File: src/rtl/branch_resolve_unit.sv
// ---------------------------------------------------------------------------
// branch_resolve_unit
// Resolution end of the branch-prediction interface. Predictions issued in IF
// are queued in order; when EX resolves the oldest branch its actual outcome
// is compared with the queued prediction. A mismatch sends a one-cycle
// update/flush pulse, clears the (wrong-path) queue and stalls the front end
// for FLUSH_CYCLES cycles.
//
// Optional feature: define BRU_STATS_EN to build the saturating
// branch_cnt / mispred_cnt statistics counters. Without it both ports are
// tied to zero and no counter flops exist.
// ---------------------------------------------------------------------------
module branch_resolve_unit #(
  parameter int DEPTH        = 4,
  parameter int FLUSH_CYCLES = 3,
  parameter int CNT_W        = 32
) (
  input  logic                     clk,
  input  logic                     rst_n,
  input  logic                     pred_valid,
  input  logic                     pred_taken,
  output logic                     pred_ready,
  input  logic                     res_valid,
  input  logic                     res_taken,
  output logic                     update,
  output logic                     flush,
  output logic                     stall,
  output logic [$clog2(DEPTH):0]   q_count,
  output logic                     err_overflow,
  output logic                     err_underflow,
  output logic [CNT_W-1:0]         branch_cnt,
  output logic [CNT_W-1:0]         mispred_cnt
);

  localparam int PW = $clog2(DEPTH);
  localparam int QW = PW + 1;
  localparam int FW = (FLUSH_CYCLES > 1) ? $clog2(FLUSH_CYCLES) : 1;

  typedef enum logic {
    RUN     = 1'b0,
    RECOVER = 1'b1
  } state_t;

  // Unknown or high-impedance inputs behave as a clean 0.
  function automatic logic x_to_zero(input logic v);
    return (v === 1'b1);
  endfunction

  state_t          state_r;
  logic [FW-1:0]   rec_cnt_r;
  logic [DEPTH-1:0] mem_r;
  logic [PW-1:0]   wr_ptr_r;
  logic [PW-1:0]   rd_ptr_r;

  logic            pv_s;
  logic            pt_s;
  logic            rv_s;
  logic            rt_s;
  logic            full_s;
  logic            empty_s;
  logic            head_s;
  logic            push_s;
  logic            pop_s;
  logic            ovf_s;
  logic            udf_s;
  logic            mis_s;
  logic [QW-1:0]   next_count_s;

  // Sanitise inputs and decode this cycle's queue operations.
  always_comb begin
    pv_s    = x_to_zero(pred_valid);
    pt_s    = x_to_zero(pred_taken);
    rv_s    = x_to_zero(res_valid);
    rt_s    = x_to_zero(res_taken);
    full_s  = (q_count == QW'(DEPTH));
    empty_s = (q_count == {QW{1'b0}});
    head_s  = mem_r[rd_ptr_r];
    if (state_r == RUN) begin
      // A same-cycle pop never frees room for a push when full.
      push_s = pv_s & ~full_s;
      pop_s  = rv_s & ~empty_s;
      ovf_s  = pv_s & full_s;
      udf_s  = rv_s & empty_s;
    end else begin
      // Wrong-path traffic during recovery is silently discarded.
      push_s = 1'b0;
      pop_s  = 1'b0;
      ovf_s  = 1'b0;
      udf_s  = 1'b0;
    end
    mis_s = pop_s & (head_s != rt_s);
    case ({push_s, pop_s})
      2'b10:   next_count_s = q_count + QW'(1);
      2'b01:   next_count_s = q_count - QW'(1);
      default: next_count_s = q_count;
    endcase
  end

  // Queue storage, pointers, recovery FSM and the registered pulse outputs.
  always_ff @(posedge clk or negedge rst_n) begin
    if (!rst_n) begin
      state_r    <= RUN;
      rec_cnt_r  <= {FW{1'b0}};
      mem_r      <= {DEPTH{1'b0}};
      wr_ptr_r   <= {PW{1'b0}};
      rd_ptr_r   <= {PW{1'b0}};
      q_count    <= {QW{1'b0}};
      pred_ready <= 1'b1;
      update     <= 1'b0;
      flush      <= 1'b0;
      stall      <= 1'b0;
    end else begin
      update <= mis_s;
      flush  <= mis_s;
      case (state_r)
        RUN: begin
          if (mis_s) begin
            // Everything younger than the mispredicted branch is wrong-path.
            state_r    <= RECOVER;
            stall      <= 1'b1;
            rec_cnt_r  <= FW'(FLUSH_CYCLES - 1);
            wr_ptr_r   <= {PW{1'b0}};
            rd_ptr_r   <= {PW{1'b0}};
            q_count    <= {QW{1'b0}};
            pred_ready <= 1'b1;
          end else begin
            if (push_s) begin
              mem_r[wr_ptr_r] <= pt_s;
              wr_ptr_r        <= wr_ptr_r + PW'(1);
            end
            if (pop_s) begin
              rd_ptr_r <= rd_ptr_r + PW'(1);
            end
            q_count    <= next_count_s;
            pred_ready <= (next_count_s != QW'(DEPTH));
          end
        end
        RECOVER: begin
          if (rec_cnt_r == {FW{1'b0}}) begin
            state_r <= RUN;
            stall   <= 1'b0;
          end else begin
            rec_cnt_r <= rec_cnt_r - FW'(1);
          end
        end
        default: begin
          state_r <= RUN;
          stall   <= 1'b0;
        end
      endcase
    end
  end

  // Sticky protocol error flags, cleared only by reset.
  always_ff @(posedge clk or negedge rst_n) begin
    if (!rst_n) begin
      err_overflow  <= 1'b0;
      err_underflow <= 1'b0;
    end else begin
      if (ovf_s) begin
        err_overflow <= 1'b1;
      end
      if (udf_s) begin
        err_underflow <= 1'b1;
      end
    end
  end

`ifdef BRU_STATS_EN
  // Saturating counters of resolved branches and mispredicts.
  always_ff @(posedge clk or negedge rst_n) begin
    if (!rst_n) begin
      branch_cnt  <= {CNT_W{1'b0}};
      mispred_cnt <= {CNT_W{1'b0}};
    end else begin
      if (pop_s && (branch_cnt != {CNT_W{1'b1}})) begin
        branch_cnt <= branch_cnt + CNT_W'(1);
      end
      if (mis_s && (mispred_cnt != {CNT_W{1'b1}})) begin
        mispred_cnt <= mispred_cnt + CNT_W'(1);
      end
    end
  end
`else
  assign branch_cnt  = {CNT_W{1'b0}};
  assign mispred_cnt = {CNT_W{1'b0}};
`endif

endmodule

File: config.mk
export PLATFORM = sky130hd
export DESIGN_NAME = branch_resolve_unit
export DESIGN_NICKNAME = d
export VERILOG_FILES = /design/src/rtl/branch_resolve_unit.sv
export SDC_FILE = /design/constraint.sdc
export NUM_CORES = 1
export LEC_CHECK = 0
export CORE_ASPECT_RATIO = 1.4
export CORE_MARGIN = 5
export CORE_UTILIZATION = 40
export DETAILED_ROUTE_END_ITERATION = 8
export HOLD_SLACK_MARGIN = 0.1
export PLACE_DENSITY = 0.79
export SKIP_LAST_GASP = 1
export SLEW_MARGIN = 10
export SYNTH_ARGS = -nofsm -noshare
export SYNTH_HDL_FRONTEND = slang
export SYNTH_SLANG_ARGS = --single-unit
File: constraint.sdc
create_clock -name clk -period 2.65 [get_ports clk]
set_input_delay 0.53 -clock clk [delete_from_list [all_inputs] [get_ports clk]]
set_output_delay 0.53 -clock clk [all_outputs]
set_load 0.005 [all_outputs]
Word-level counts from Yosys, hierarchy flattened
Index checks and enable logic that the tools add are counted.
W data, S select, Z words.

storage, ports and cells
  register bits = 19
  bits of input ports = 6
  output and inout bits = 73
  word-level logic and storage cells = 75

operators by class
  $add $sub $neg = 5
  magnitude comparators = 3
  equal/unequal tests = 12
  muxes and demuxes = 25
  bitwise logic cells = 9
  reduce and logical (&&, ||, !) cells = 10

operator list
  operator               count
  $mux W2                6
  $mux W1                11
  $reduce_and A2 Y1      4
  $lt A2 B3 Y1 const B   2
  $pmux W3 S2            1
  $and A1 B1 Y1          5
  $add A2 B1 Y2 const B  2
  $bwmux W4              1
  $eqx A1 B1 Y1 const B  4
  $ne A2 B2 Y1 const B   2
  $not A1 Y1             4
  $pmux W1 S2            2
  $pmux W2 S2            1
  $reduce_bool A2 Y1     2
  $add A3 B1 Y3 const B  1
  $eq A3 B3 Y1 const B   1
  $logic_not A3 Y1       1
  $mux W3                1
  $ne A3 B3 Y1 const B   1
  $reduce_and A3 Y1      1
  $sub A3 B1 Y3 const B  1
  $bmux W1 S2            1
  $demux W1 S2           1
  $eq A2 B1 Y1 const B   1
  other kinds (7)        7

Depth between registers and ports, before layout
  depth in word-level cells = 8
  gate-level depth with buffers = 12
  mapped depth without buffers = 10

Least setup slack after synthesis
No wires, ideal clock.

  path kind = flip-flop to flip-flop
  from = register state_r
  to = register q_count[1]
  setup time = 0.077 ns
  data arrival time = 2.363 ns
  required time = 2.573 ns
  path slack = 0.210 ns
  cell stages (with the launch flop) = 11
  buffers on the path = 2
  period minus slack after synthesis = 2.440 ns
  path through = dfrtp_1 clkbuf_1 nor2b_1 a21boi_0 clkbuf_1 inv_1 ha_1 inv_1 fa_1 or3_1 a21oi_1

on the way
  cells in the longest elaborated chain, start to end = 4
  elaborated cells between the ends (all ways) = 7
  those cells by class = eq/ne (2); mux (4); bitwise (1)

RTL lines
  what                                                 line  RTL
  from (decl)                                          49    state_t state_r;
  from (signal assigned)                               102   state_r <= RUN;
  from (signal assigned)                               119   state_r <= RECOVER;
  from (signal assigned)                               140   state_r <= RUN;
  $mux W1                                              78    if (state_r == RUN) begin
  $eq A2 B1 Y1 / $eq A2 B2 Y1 (equally long branches)  92    case ({push_s, pop_s})
  $pmux W3 S2                                          92
  $mux W3                                              117   if (mis_s) begin
  to (signal assigned)                                 107   q_count <= {QW{1'b0}};
  to (signal assigned)                                 124   q_count <= {QW{1'b0}};
  to (signal assigned)                                 134   q_count <= next_count_s;
  to (decl)                                            28    output logic [$clog2(DEPTH):0] q_count,

Several ways; a longest one is shown, not always the timed one.
A chain may end at the register's enable or synchronous reset.

Final worst setup path
  from = input pred_valid
  to = register q_count[1]

on the way
  cells in the longest elaborated chain, start to end = 6
  elaborated cells between the ends (all ways) = 7
  those cells by class = eq/ne (3); mux (3); bitwise (1)

RTL lines
  what                                                 line  RTL
  from (decl)                                          20    input logic pred_valid,
  $eqx A1 B1 Y1 *                                      46    return (v === 1'b1);
  $and A1 B1 Y1 *                                      80    push_s = pv_s & ~full_s;
  $mux W1 *                                            78
  $eq A2 B1 Y1 / $eq A2 B2 Y1 (equally long branches)  92
  $pmux W3 S2 *                                        92
  $mux W3 *                                            117

Every way passes the cells marked *; elsewhere a longest branch is shown, timed or not.

==> reports/results.txt <==
Hold Fails Final Rpt: 0
Initial Utilization: 0.416
delay-heaviest family, CP: adder cells
ANT cells: 0
slowest CP cell: clkdlybuf4s50_1
worst min path class: flip-flop to flip-flop
Port Buffers: 14
Post-DP HPWL: 1820 um
dpl ws: -0.0793 ns
die height: 83.2 um
Ports: 79
Skew-Pair Late Insertion Delay: 0.25 ns
Tmin final: 2.43 ns
1st-pass router iterations: 4
Max IR drop VDD: 405 uV
largest net degree at the start of global routing: 20
Yosys warning count: 0
GRT Total Usage: 0.0847
Syn-to-layout area delta: 0.573%
vias in the first global route: 832
Die Area: 5180 um2
Inserted Clock Buffers: 3
WL final: 2300 um
most common cell after layout, fill and taps aside: conb_1
CP Launch Type: input pin
Crit path required time: 2.83 ns
Net count, final: 196
Site Rows: 26
placed cell area: 1490 um2
critical path capture point type: flip-flop
Post-synth EDFFs: 0
critical path type: input pin to flip-flop
# clock sinks: 19
ys async rst share: 1.00
total grt overflow: 0
sequential area share after synthesis: 0.312
crit path DAT: 2.61 ns
status: finished, final reports clean
CTS hold repair buffers: 0
routed len/inst: 10.2 um
Worst Clk Skew: 0.00367 ns
Mapped Cells: 163
Leakage Power: 0.783 nW
Iteration-0 DRC Markers: 3
f_max: 412 MHz
Vias: 909
most frequent cells in the layout: 64 x conb_1, 18 x dfrtp_1, 14 x clkdlybuf4s50_1
Pins Over Slew Limit: 0
Core Region: 3680 um2
cell seen most often among critical-path stages: inv_1
antenna viol nets, final: 0
global-route wire length before repair: 3770 um
Final Cell Area: 1540 um2
Syn Area/Cell: 9.38 um2
Worst Path Max Fanout: 2
TritonCTS clock tree: yes
initial antenna violation count: 0
synthesized area: 1530 um2
max_cap viols: 0
CP bufs+invs: 3
fin util: 0.418
GP Congestion: 0.744
root buf cell: clkbuf_8
Pwr per Cell Area: 1000 nW/um2
RSZ-0062 raised after global routing: no
setup violators final: 0
hold slack final: 0.470 ns
period utilisation layout: 0.917
Worst-Margin Slew: 0.501 ns
slowest stage delay, CP: 0.45 ns
CTS H-tree depth: 1
fraction of layout instances using a drive strength above 1: 0.0824
Reg clk slew, reported paths: 0.07 ns
cells along the critical path: clkdlybuf4s50_1, nor2b_1, a21boi_1, inv_1, ha_1, inv_1, fa_1, or3_1, a21oi_1
Rel. slew slack: 0.663
Die X-Extent: 62.3 um
DR DRC count: 0
ys flop type: dfrtp_1
Yosys cell types: 33
final worst slack: 0.221 ns
Synth Register Bits: 19
vias per cell: 4.06
clk buf depth: 2
## per-stage QoR
step	power (mW)	setup TNS (ns)	instances
after floorplan	1.17	0	226
after global placement	1.32	-0.0249	220
after detailed placement	1.35	-0.0950	220
after CTS	1.56	0	224
after global routing	1.69	0	224
final	1.54	0	224
## cells by family after synthesis
family / count (synthesis) / share of synthesized area
other: 1 / 0.00245
AOI/OAI and AO/OA: 21 / 0.107
and+or+nand+nor: 28 / 0.0925
muxes: 3 / 0.0286
xor gates and xnor gates: 6 / 0.0344
buffers and inverters: 78 / 0.361
DFF: 19 / 0.312
adders and majority gates: 7 / 0.0622
## final timing paths
| path | startpoint | to | slack [ns] | cells after the start |
|---|---|---|---|---|
| hold reg to reg | err_underflow$_DFFE_PN0P_ | err_underflow$_DFFE_PN0P_ | 0.47 | 1 |
| min in group asynchronous | rst_n | wr_ptr_r[0]$_DFFE_PN0P_ | 0.61 | 2 |
| setup reg to reg | q_count[0]$_DFFE_PN0N_ | q_count[1]$_DFFE_PN0N_ | 0.38 | 8 |
| hold / removal | err_underflow$_DFFE_PN0P_ | err_underflow$_DFFE_PN0P_ | 0.47 | 1 |
| setup / recovery | pred_valid | q_count[1]$_DFFE_PN0N_ | 0.22 | 9 |
| max in group asynchronous | rst_n | pred_ready$_DFFE_PN1N_ | 1.77 | 2 |
## cells in the mapped netlist (3+ instances only)
master / instances / area, um2
a221o_1: 4 / 40.0
nor2b_1: 3 / 18.8
a21o_1: 3 / 22.5
nand2_1: 5 / 18.8
xnor2_1: 3 / 26.3
and2_1: 4 / 25.0
inv_1: 9 / 33.8
dfrtp_1: 18 / 450
xor2_1: 3 / 26.3
buf_4: 65 / 488
nor2_1: 8 / 30.0
a21oi_1: 3 / 15.0
a21boi_0: 6 / 45.0
ha_1: 6 / 75.1
## cell type report
class | instances | area [um2]
sequential | 19 | 477
fill | 379 | 2140
inverter | 9 | 33.8
timing repair buffer | 21 | 193
tap | 42 | 52.6
clock buffer | 4 | 45.0
multi-input combinational | 129 | 737
## layer usage
layer	wire, um	vias to the layer above	track usage
li1	-	433	-
met1	919	418	0.109
met2	1040	56	0.130
met3	316	2	0.0311
met4	14	0	0.0290
met5	0	-	0
## what timing repair did
item	4_1_cts	5_1_grt
buffers inserted	0	0
gates resized for setup	0	1
endpoints found under the setup margin	0	1
## sequential cells by signal, summed over array words and instances (netlist names), 2 cells and up
register / flops
wr_ptr_r: 2
rd_ptr_r: 2
q_count: 3
rec_cnt_r: 2
mem_r: 4
## power breakdown
| part | total [mW] | switching, mW | internal [mW] |
|---|---|---|---|
| Clock | 0.198 | 0.0913 | 0.107 |
| Sequential | 0.548 | 0.118 | 0.430 |
| Combinational | 0.797 | 0.369 | 0.428 |
| Total | 1.54 | 0.578 | 0.965 |
Note: power is estimated with default switching activity, not from simulation.
